`src/rtl/dht11_responder.sv`:
```
// DHT11 sensor-side responder: detects the host start pulse on the shared
// 1-Wire line, answers with the response preamble, then shifts out a 40-bit
// frame (humidity, temperature, checksum) as DHT11-timed low/high pulses.
module dht11_responder #(
  parameter int unsigned CLKS_PER_US   = 12,
  parameter int unsigned START_MIN_US  = 18000,
  parameter int unsigned RESP_DELAY_US = 30
) (
  input  logic       hwclk,
  input  logic       rst,
  input  logic       data_in,
  input  logic [7:0] hum_int,
  input  logic [7:0] hum_dec,
  input  logic [7:0] temp_int,
  input  logic [7:0] temp_dec,
  output logic       data_oe,
  output logic       busy,
  output logic       done
);

  localparam int unsigned CW = 24;

  // Phase loads are N*CLKS_PER_US-1 because the phase ends on the cycle the count reaches zero.
  localparam logic [CW-1:0] START_CYC = CW'(START_MIN_US * CLKS_PER_US);
  localparam logic [CW-1:0] DLY_LOAD  = CW'(RESP_DELAY_US * CLKS_PER_US - 1);
  localparam logic [CW-1:0] RESP_LOAD = CW'(80 * CLKS_PER_US - 1);
  localparam logic [CW-1:0] LOW_LOAD  = CW'(50 * CLKS_PER_US - 1);
  localparam logic [CW-1:0] ZERO_LOAD = CW'(26 * CLKS_PER_US - 1);
  localparam logic [CW-1:0] ONE_LOAD  = CW'(70 * CLKS_PER_US - 1);

  typedef enum logic [2:0] {
    IDLE, START_LOW, WAIT_DLY, RESP_LOW, RESP_HIGH, BIT_LOW, BIT_HIGH, END_LOW
  } state_t;

  state_t        state, state_n;
  logic [1:0]    sync;
  logic          ds;
  logic [CW-1:0] cnt, cnt_n;
  logic [5:0]    idx, idx_n;
  logic [39:0]   frame, frame_n;
  logic [7:0]    chk;
  logic          oe_n, busy_n, done_n;

  assign ds = sync[1];

  // Two-flop synchronizer for the asynchronous line level; idles high.
  always_ff @(posedge hwclk or posedge rst) begin
    if (rst) sync <= 2'b11;
    else     sync <= {sync[0], data_in};
  end

  // State, timer, bit index, frame and registered outputs.
  always_ff @(posedge hwclk or posedge rst) begin
    if (rst) begin
      state   <= IDLE;
      cnt     <= '0;
      idx     <= '0;
      frame   <= '0;
      data_oe <= 1'b0;
      busy    <= 1'b0;
      done    <= 1'b0;
    end else begin
      state   <= state_n;
      cnt     <= cnt_n;
      idx     <= idx_n;
      frame   <= frame_n;
      data_oe <= oe_n;
      busy    <= busy_n;
      done    <= done_n;
    end
  end

  // Next-state, timer and frame logic; outputs are decoded from the next
  // state so the registered outputs track the state register exactly.
  always_comb begin
    state_n = state;
    cnt_n   = cnt;
    idx_n   = idx;
    frame_n = frame;
    done_n  = 1'b0;
    chk     = hum_int + hum_dec + temp_int + temp_dec;
    unique case (state)
      IDLE: begin
        if (!ds) begin
          state_n = START_LOW;
          cnt_n   = '0;
        end
      end
      START_LOW: begin
        // The timer counts up here to measure the host low width.
        if (!ds) begin
          if (cnt != '1) cnt_n = cnt + 1'b1;
        end else if (cnt >= START_CYC) begin
          state_n = WAIT_DLY;
          cnt_n   = DLY_LOAD;
        end else begin
          state_n = IDLE;
          cnt_n   = '0;
        end
      end
      WAIT_DLY: begin
        if (cnt == '0) begin
          state_n = RESP_LOW;
          cnt_n   = RESP_LOAD;
          frame_n = {hum_int, hum_dec, temp_int, temp_dec, chk};
        end else begin
          cnt_n = cnt - 1'b1;
        end
      end
      RESP_LOW: begin
        if (cnt == '0) begin
          state_n = RESP_HIGH;
          cnt_n   = RESP_LOAD;
        end else begin
          cnt_n = cnt - 1'b1;
        end
      end
      RESP_HIGH: begin
        if (cnt == '0) begin
          state_n = BIT_LOW;
          cnt_n   = LOW_LOAD;
          idx_n   = '0;
        end else begin
          cnt_n = cnt - 1'b1;
        end
      end
      BIT_LOW: begin
        if (cnt == '0) begin
          state_n = BIT_HIGH;
          cnt_n   = frame[39] ? ONE_LOAD : ZERO_LOAD;
        end else begin
          cnt_n = cnt - 1'b1;
        end
      end
      BIT_HIGH: begin
        if (cnt == '0) begin
          frame_n = {frame[38:0], 1'b0};
          cnt_n   = LOW_LOAD;
          if (idx == 6'd39) begin
            state_n = END_LOW;
          end else begin
            state_n = BIT_LOW;
            idx_n   = idx + 1'b1;
          end
        end else begin
          cnt_n = cnt - 1'b1;
        end
      end
      END_LOW: begin
        if (cnt == '0) begin
          state_n = IDLE;
          cnt_n   = '0;
          done_n  = 1'b1;
        end else begin
          cnt_n = cnt - 1'b1;
        end
      end
      default: begin
        state_n = IDLE;
        cnt_n   = '0;
      end
    endcase
    oe_n   = (state_n == RESP_LOW) || (state_n == BIT_LOW) || (state_n == END_LOW);
    busy_n = (state_n != IDLE) && (state_n != START_LOW);
  end

endmodule

```
`config.mk`:
```
export PLATFORM = sky130hd
export DESIGN_NAME = dht11_responder
export DESIGN_NICKNAME = d
export VERILOG_FILES = /design/src/rtl/dht11_responder.sv
export SDC_FILE = /design/constraint.sdc
export NUM_CORES = 1
export LEC_CHECK = 0
export ABC_AREA = 1
export CAP_MARGIN = 20
export CORE_ASPECT_RATIO = 1.5
export CORE_MARGIN = 2
export CORE_UTILIZATION = 30
export DETAILED_ROUTE_END_ITERATION = 12
export GPL_TIMING_DRIVEN = 0
export PLACE_DENSITY_LB_ADDON = 0.12
export SLEW_MARGIN = 25
export SYNTH_ARGS = -nofsm -noshare
export SYNTH_HDL_FRONTEND = slang
export SYNTH_SLANG_ARGS = --single-unit
```
`constraint.sdc`:
```
create_clock -name hwclk -period 2.3 [get_ports hwclk]
set_clock_uncertainty 0.15 [all_clocks]
set_input_delay 0.345 -clock hwclk [delete_from_list [all_inputs] [get_ports hwclk]]
set_output_delay 0.345 -clock hwclk [all_outputs]
set_load 0.05 [all_outputs]
```
Word level (Yosys, flattened, before mapping)
Cells that the tools add are included.

Register bits after elaboration: 78. Latch bits: 0. RAM bits: 0. Bits in read-only memories: 0. Input bits: 35. Output and inout port bits: 3. Memories: 0.

$add $sub $neg: 6. Multipliers: 0. Divide/modulo/power cells: 0. Magnitude comparators: 1. Equal/unequal tests: 19. Shift operators: 0. Mux-type cells: 30. Bitwise gates (word level): 0. Reductions and logical operators: 13.

Operators with widths (number): $mux 24 (7); $pmux 24 s6 (1); $mux 40 (2); $pmux 40 s2 (1); $add 24x1->24 const B (1); $add 8x8->8 (3); $ge 24x18->1 const B (1); $logic_not 24->1 (1); $mux 3 (8); $ne 24x24->1 const B (1); $pmux 3 s8 (1); $sub 24x1->24 const B (1); $eq 3x3->1 const B (6); $mux 6 (3); $pmux 6 s2 (1); $mux 10 (1); $ne 2x2->1 const B (5); $eq 3x2->1 const B (3); $mux 9 (1); $add 6x1->6 const B (1); $eq 6x6->1 const B (1); $mux 2 (2); $reduce_and 4->1 (1); $reduce_bool 2->1 (2); other kinds (11) (14).

Longest topological paths before layout
Gate-level depths: netlist of the first run.

Word-level depth: 7. Depth in mapped cells: 14. Depth with buffers taken out: 13.

Least setup slack after synthesis of the first run
No wires, ideal clock.

Path type: input-to-reg. Start point: input port hum_int[1]. End point: register frame[7]. Setup time: 0.120 ns. Data arrival time: 2.535 ns. Slack: -0.506 ns. Stages on the path: 12. Path buffers: 0. Cells stage by stage: inv_1 -> fa_1 -> fa_1 -> inv_1 -> ha_1 -> fa_1 -> nand4_1 -> o211ai_1 -> nand3_1 -> nand2_1 -> o21ai_1 -> nand2_1.

Longest elaborated chain between the ends: 5.

Ends and longest elaborated chain: start: declaration (RTL line 12) `input logic [7:0] hum_int,`; $add 8x8->8 (3 in series) (RTL line 81) `chk = hum_int + hum_dec + temp_int + temp_dec;`; $mux 40 (RTL line 102) `if (cnt == '0) begin`; $pmux 40 s2 (RTL line 82) `unique case (state)`; end signal: assignment (RTL line 66) `frame <= frame_n;`; end: declaration (RTL line 40) `logic [39:0] frame, frame_n;`.

No other way between the ends. The select of a mux whose other input is x is not followed. A chain may end at the register's enable or synchronous reset.

Worst setup path in the final report of the first run
Start point: input port hum_int[1]. End point: register frame[5].

The elaborated chain is that of the path after synthesis.

==> impl_metrics.ini, run 1 <==
[status]
status = finished with violations
violations = negative setup slack

[power_and_ir_drop]
p_leak_uw = 0.00385
intPower_uw = 4400
swShare = 0.478
p_comb_frac = 0.558
switchingPower_uw = 4020
powerDensity_mw_per_mm2 = 1070
pwr-share-clk = 0.181
power_uw = 8420
p_seq_frac = 0.261
ir_drop_uv = 493

[sta]
fmax_mhz = 391
worst_slack_ps = -257
maxSlewViolCount = 0
period_share = 1.11
worst_slew_pin_slew_ps = 644
rsz0062_at_grt = true
timing_hold_violations_final = 0
fin_hold_ws_ps = 203
slew_headroom = 0.570
period_needed_ps = 2560
setup_tns_ps = -692
setup_viol = 4

[yosys]
ys.warnings.count = 0
netlist_area_sq_mm = 0.00605
synth.distinct_cells = 42
synthCells = 849
async_flop_share = 1.00
synth-seq-cells = 78
synthTopCellsByArea = dfrtp_1, nand2_1, inv_1
synth_top_flop_cell = dfrtp_1
yosysSeqAreaShare = 0.323
synth.net_count = 908
syn_avg_cell_area_sq_um = 7.13
synth_edf_count = 0
netlist.area_leader.share = 0.314
synth_top_area_cell = dfrtp_1

[layout]
regArea_sq_mm = 0.00196
finish.utilization = 0.396
n_antenna_cell = 0
multi_input_area_sq_mm = 0.00366
nets = 1027
layout_commonest_cell = nand2_1
drive_above_1_share = 0.263
stdcell_area_sq_mm = 0.00783
final_cell_mix = nand2_1, dfrtp_1, nor2_1
syn_to_final_growth_pct = 29.4
fillerInstances = 2096

[route]
first_iter_violations = 369
drc = 0
routed_wl_um = 20700
viasPerCell = 4.89
num_vias = 6024
drt-met1-wl_um = 7780
dr_wl_met2_um = 11300
drtAntennaViolNets = 0
wl_met3_um = 661
top_layer = met4
wl_per_cell_um = 16.8
dr.pass1.iters = 5

[setup_path]
r2r_cells = 10
start_kind = primary input
critPathKind = primary input to register
r2r-end = frame[39]
required_ps = 2400
rrSetupSlack_ps = 140
crit_fanout = 3
r2r_start = cnt[1]
critical_path_arrival_ps = 2660
end_kind = register

[clock_network]
cts_inserted_buffers = 9
ctsHoldBuffers = 0
htree_levels = 3
clk_pin_slew_ps = 70
root_buffer = clkbuf_16
cts_tree = done
clock_tree.buffer_depth = 2
clock_sinks = 78
insertion_delay_ps = 370

[global_route]
overflow = 0
grt_usage = 0.205
grt_max_degree = 29
antenna_found_initial = 0
grt_pass1_vias = 6161
grt_pass1_wl_um = 33300

[floorplanning]
die_w_um = 120
die_y_um = 178
floorplan.initialDensity = 0.306
core_sq_mm = 0.0198
io-pin-count = 38
rows = 63
dieArea_sq_mm = 0.0213

[placement]
dp_hpwl_um = 15500
io_buffers = 37
dpl_cell_area_sq_mm = 0.00687
gp_congestion = 0.898

[run]
cap_violations = 0

[hold_path]
hold_class = primary input to register
hold_path_depth = 3
worstHoldStart = hum_dec[0]
holdPathEnd = frame[24]
[worst max-delay path, stage by stage]
cell and delay [ps]:
buf_6 100, inv_4 50, fa_2 460, fa_1 520, inv_2 50, ha_4 150, fa_2 390, buf_4 150
nand3_2 70, nand2_2 60, xor2_1 130, mux2i_1 120, o21ai_1 70
[timing repair]
action | in CTS | in global routing
pin swaps | 35 | 38
endpoints found under the hold margin | 0 | 0
gates resized for setup | 87 | 60
endpoints found under the setup margin | 57 | 66
buffers inserted | 67 | 10
[power groups by stage]
| stage | Clock (uW) | Combinational, uW | Sequential (uW) |
|---|---|---|---|
| after floorplan | 0 | 3140 | 2160 |
| after global placement | 0 | 4260 | 2220 |
| after detailed placement | 0 | 4290 | 2210 |
| after CTS | 1590 | 4500 | 2200 |
| after global routing | 1640 | 5260 | 2250 |
| final | 1530 | 4690 | 2200 |
[state kept, by name, summed over array words and instances, names as in the netlist]
| register | count |
|---|---|
| busy | 1 |
| cnt | 24 |
| data_oe | 1 |
| done | 1 |
| frame | 40 |
| idx | 6 |
| state | 3 |
| sync | 2 |
[logic make-up after synthesis]
kind of cell	count (synthesis)	synth area share
simple gates	453	0.339
buf+inv	137	0.103
compound gates	121	0.112
flops	78	0.323
fa+ha+maj	24	0.0670
xor+xnor	20	0.0289
mux	16	0.0265
[Yosys cell counts (2+ instances only)]
master and number:
nor2_2 10, nor3_2 2, nor3_1 7, o21ai_1 34, dfstp_2 2, nand4_1 25
nand3_1 53, ha_1 10, nor2_8 2, o31ai_2 4, buf_2 18, o21ai_0 53
inv_2 8, buf_6 10, inv_1 93, nor2_1 79, clkbuf_1 3, nand4_4 2
a21oi_1 13, xor2_1 17, dfrtp_1 76, nand2_2 7, xnor2_1 3, buf_4 3
nand3_2 2, fa_1 14, mux2i_1 16, nand2_1 251, nor2_4 8, o211ai_1 12
[per-layer routing]
metal	vias up	global-route usage
li1	2978	-
met1	2842	0.212
met2	150	0.394
met3	54	0.0344
met4	0	0.0971
met5	-	0
[final cells by class]
cell class / count / share of cell area
Multi-Input combinational cell: 634 / 0.468
Tap cell: 260 / 0.0415
Sequential cell: 78 / 0.250
Clock inverter: 7 / 0.0104
Inverter: 102 / 0.0533
Buffer: 35 / 0.0327
Timing Repair Buffer: 108 / 0.116
Clock buffer: 9 / 0.0287
[stage by stage]
| stage | instances | setup slack [ps] |
|---|---|---|
| floorplan | 849 | -335 |
| global placement | 1146 | -1280 |
| detailed placement | 1148 | -1290 |
| CTS | 1229 | -372 |
| global route | 1233 | -331 |
| finish | 1233 | -257 |
[worst max path at each step]
stage                      from        to  slack (ps)  cells past startpoint
detailed placement  temp_int[1]  frame[7]       -1290                     13
CTS                 temp_int[1]  frame[7]        -370                     13
floorplan           temp_int[1]  frame[5]        -340                     11
finish               hum_int[1]  frame[5]        -260                     13
global route         hum_int[1]  frame[7]        -330                     13
global placement    temp_int[1]  frame[7]       -1280                     13
Note: power is estimated with default switching activity, not from simulation.
==> run 2, diff against run 1 <==
Settings changed: MAX_ROUTING_LAYER set to met4.
==> impl_metrics.ini, run 2 (synthesis gave the netlist of run 1 again) <==
[global_route]
grt_max_degree = 29
overflow = 0
grt_pass1_vias = 6155
grt_usage = 0.211
antenna_found_initial = 0
grt_pass1_wl_um = 33200

[floorplanning]
rows = 63
io-pin-count = 38
core_sq_mm = 0.0198
die_w_um = 120
die_y_um = 178
dieArea_sq_mm = 0.0213
floorplan.initialDensity = 0.306

[sta]
worst_slew_pin_slew_ps = 649
slew_headroom = 0.566
setup_viol = 4
rsz0062_at_grt = true
worst_slack_ps = -267
timing_hold_violations_final = 0
period_needed_ps = 2570
fin_hold_ws_ps = 209
fmax_mhz = 390
period_share = 1.12
maxSlewViolCount = 0

[route]
wl_per_cell_um = 16.9
viasPerCell = 4.89
num_vias = 6029
drc = 0
first_iter_violations = 409
drtAntennaViolNets = 0
dr.pass1.iters = 5
routed_wl_um = 20800

[layout]
top_register = frame
fillerInstances = 2099
stdcell_area_sq_mm = 0.00784
largestRegisters = frame x40, cnt x24, idx x6
largest_reg_flops = 40
syn_to_final_growth_pct = 29.6
layout_commonest_cell = nand2_1
n_antenna_cell = 0
final_cell_mix = nand2_1, dfrtp_1, nor2_1
drive_above_1_share = 0.263
nets = 1027

[setup_path]
end_kind = register
critical_path_arrival_ps = 2670
r2r_cells = 10
cp-startpoint = hum_int[1]
r2r_start = cnt[1]
rrSetupSlack_ps = 130
critPathKind = primary input to register
crit_fanout = 3
start_kind = primary input
required_ps = 2400

[clock_network]
htree_levels = 3
clock_sinks = 78
clk_pin_slew_ps = 70
clock_tree.buffer_depth = 2
ctsHoldBuffers = 0
insertion_delay_ps = 360
cts_tree = done
root_buffer = clkbuf_16
cts_inserted_buffers = 9

[placement]
io_buffers = 37
dpl_cell_area_sq_mm = 0.00687
dp_hpwl_um = 15500
gp_congestion = 0.913

[hold_path]
hold_class = primary input to register
worstHoldStart = hum_dec[0]
hold_path_depth = 3

[power_and_ir_drop]
power_uw = 8420
ir_drop_uv = 499
p_leak_uw = 0.00385
powerDensity_mw_per_mm2 = 1070

[status]
status = finished with violations
violations = negative setup slack

[run]
cap_violations = 0
run 2: cell counts in the layout (fill, tap and decap cells not counted):
No cell type changed its count.
run 2: through the flow:
| step | TNS [ps] | instances | setup slack, ps | util |
|---|---|---|---|---|
| 2_1_floorplan | -1360 | 849 | -335 | - |
| 3_3_place_gp | -22960 | 1146 | -1280 | 0.345 |
| 3_5_place_dp | -9760 | 1148 | -1290 | 0.347 |
| 4_1_cts | -1250 | 1229 | -372 | 0.390 |
| 5_1_grt | -1060 | 1233 | -331 | 0.396 |
| 6_report | -722 | 1233 | -267 | 0.396 |
run 2: timing repair:
action | 4_1_cts | 5_1_grt
pin swaps | 35 | 38
gates resized for setup | 87 | 62
buffers inserted | 67 | 10
endpoints found under the setup margin | 57 | 66
run 2: final timing paths:
kind | to
max reg2reg | frame[39]
min reg2reg | sync[1]
min | frame[24]
min in group asynchronous | cnt[13]
max | frame[5]
max in group asynchronous | cnt[0]
run 2: report_power, final:
part           leakage [uW]  total [uW]  internal (uW)  switching, uW
combinational       0.00280        4690           1700           2990
clock              0.000147        1530            854            675
sequential         0.000903        2210           1850            358
total               0.00385        8420           4400           4020
run 2: worst max-delay path, stage by stage:
cell and delay [ps]:
buf_6 100, inv_4 50, fa_2 460, fa_1 520
inv_2 50, ha_4 150, fa_2 390, buf_4 150
nand3_2 70, nand2_2 60, xor2_1 130, mux2i_1 120
o21ai_1 70
run 2: routing by layer:
layer | vias up | part of all wire | global-route usage
met4 | 0 | 0.050 | 0.0980
met5 | - | 0 | -
li1 | 2982 | - | -
met3 | 57 | 0.032 | 0.0325
met2 | 169 | 0.54 | 0.393
met1 | 2821 | 0.38 | 0.214
run 2: area by class of cell:
cell class | instances | area [sq um] | share of cell area
plain buffers | 35 | 256 | 0.0327
clock buffers | 9 | 225 | 0.0287
clock inverters | 7 | 81.3 | 0.0104
inverters | 102 | 420 | 0.0536
multi-input cells | 634 | 3670 | 0.468
flip-flops and latches | 78 | 1960 | 0.250
well taps | 260 | 325 | 0.0415
repair buffers | 108 | 906 | 0.116
==> run 3, diff against run 2 <==
Settings changed: GPL_TIMING_DRIVEN 0 to 1.
Clock period 2.3 ns to 3.2 ns, I/O delays scaled along.
==> impl_metrics.ini, run 3 (synthesis gave the netlist of run 1 again) <==
[status]
status = finished clean

[layout]
syn_to_final_growth_pct = 16.8
top_register = frame
regArea_sq_mm = 0.00195
final_cell_mix = nand2_1, inv_1, nor2_1
drive_above_1_share = 0.117
multi_input_area_sq_mm = 0.00348
nets = 955
fillerInstances = 2181
largestRegisters = frame x40, cnt x24, idx x6
fin_cells = 1161
n_antenna_cell = 0
largest_reg_flops = 40
stdcell_area_sq_mm = 0.00707
layout_commonest_cell = nand2_1

[placement]
pre_cts_slack_ps = -364
dp_hpwl_um = 14400
dpl_cell_area_sq_mm = 0.00678
gp_congestion = 0.897
placed_cells = 1145
io_buffers = 37

[floorplanning]
io-pin-count = 38
core_sq_mm = 0.0198
rows = 63
die_w_um = 120
dieArea_sq_mm = 0.0213
floorplan.initialDensity = 0.306
die_y_um = 178

[clock_network]
clock_tree.buffer_depth = 2
cts_tree = done
clk_pin_slew_ps = 70
ctsHoldBuffers = 0
post-cts-setup-buffers = 0
cts_inserted_buffers = 9
htree_levels = 3
root_buffer = clkbuf_16
clock_sinks = 78
cts_resized = 0
insertion_delay_ps = 350

[setup_path]
crit_fanout = 3
required_ps = 3280
critical_path_arrival_ps = 3140
end_kind = register
critPathKind = primary input to register
r2r_start = cnt[0]
rrSetupSlack_ps = 450
cp-startpoint = hum_dec[1]
r2r_cells = 10
r2r-end = frame[22]
crit_end = frame[7]
start_kind = primary input

[power_and_ir_drop]
switchingPower_uw = 2710
pwr-share-clk = 0.184
power_uw = 5540
intPower_uw = 2830
p_seq_frac = 0.311
ir_drop_uv = 344
p_comb_frac = 0.505
p_leak_uw = 0.00350
powerDensity_mw_per_mm2 = 783
swShare = 0.490

[global_route]
antenna_found_initial = 0
overflow = 0
grt-busiest-layer = met2
grt_usage = 0.190
grt_pass1_vias = 5627
met1_usage = 0.205
grt_pass1_wl_um = 30100
grt_max_degree = 57
use_met2 = 0.340
met3_usage = 0.0251

[sta]
slew_headroom = 0.591
maxSlewViolCount = 0
worst_slack_ps = 147
fmax_mhz = 328
period_needed_ps = 3050
rsz0062_at_grt = false
period_share = 0.954
worst_slew_pin_slew_ps = 612
setup_viol = 0
timing_hold_violations_final = 0

[route]
viasPerCell = 4.73
wl_per_cell_um = 16.0
routed_wl_um = 18600
num_vias = 5496
drtAntennaViolNets = 0
dr.pass1.iters = 4
drc = 0
first_iter_violations = 263

[run]
cap_violations = 0

[hold_path]
hold_class = register to register
run 3: critical path, cell delays in order:
cell and delay (ps):
clkdlybuf4s50_1 470, inv_2 50, fa_1 490, fa_1 490, inv_1 40, ha_2 190
fa_2 380, nand4_1 80, o211ai_1 100, nand3_1 90, nand2_1 50, o21ai_1 140
nand2_1 60
run 3: per-layer routing:
metal  routed length, um  vias to the layer above
met4                 792                        0
met3                 471                       42
met1                7490                     2508
met5                   0                        -
met2                9860                      117
li1                    -                     2829
run 3: worst min path at each step:
stage	startpoint	endpoint	cells past startpoint
2_1_floorplan	sync[0]	sync[1]	0
3_3_place_gp	sync[0]	sync[1]	0
3_5_place_dp	sync[0]	sync[1]	0
4_1_cts	sync[0]	sync[1]	0
5_1_grt	sync[0]	sync[1]	0
6_report	sync[0]	sync[1]	0
run 3: layout make-up:
class | count | area share
timing repair buffer | 71 | 0.0906
clock buffer | 10 | 0.0324
tap | 260 | 0.0460
sequential | 78 | 0.276
inverter | 102 | 0.0543
multi-input combinational | 634 | 0.493
clock inverter | 6 | 0.00761
run 3: metrics by stage:
stage	hold slack (ps)	TNS, ps	utilization
after floorplan	195	0	-
after global placement	197	-1380	0.343
after detailed placement	198	-1530	0.343
after CTS	219	0	0.357
after global routing	229	0	0.357
final	218	0	0.357
run 3: power by group through the flow:
| stage | Combinational (uW) | Clock (uW) | Sequential [uW] |
|---|---|---|---|
| final | 2790 | 1020 | 1720 |
| after global routing | 3170 | 1090 | 1780 |
| after CTS | 2820 | 1050 | 1730 |
| after detailed placement | 2810 | 0 | 1740 |
| after global placement | 2810 | 0 | 1750 |
| after floorplan | 2210 | 0 | 1550 |
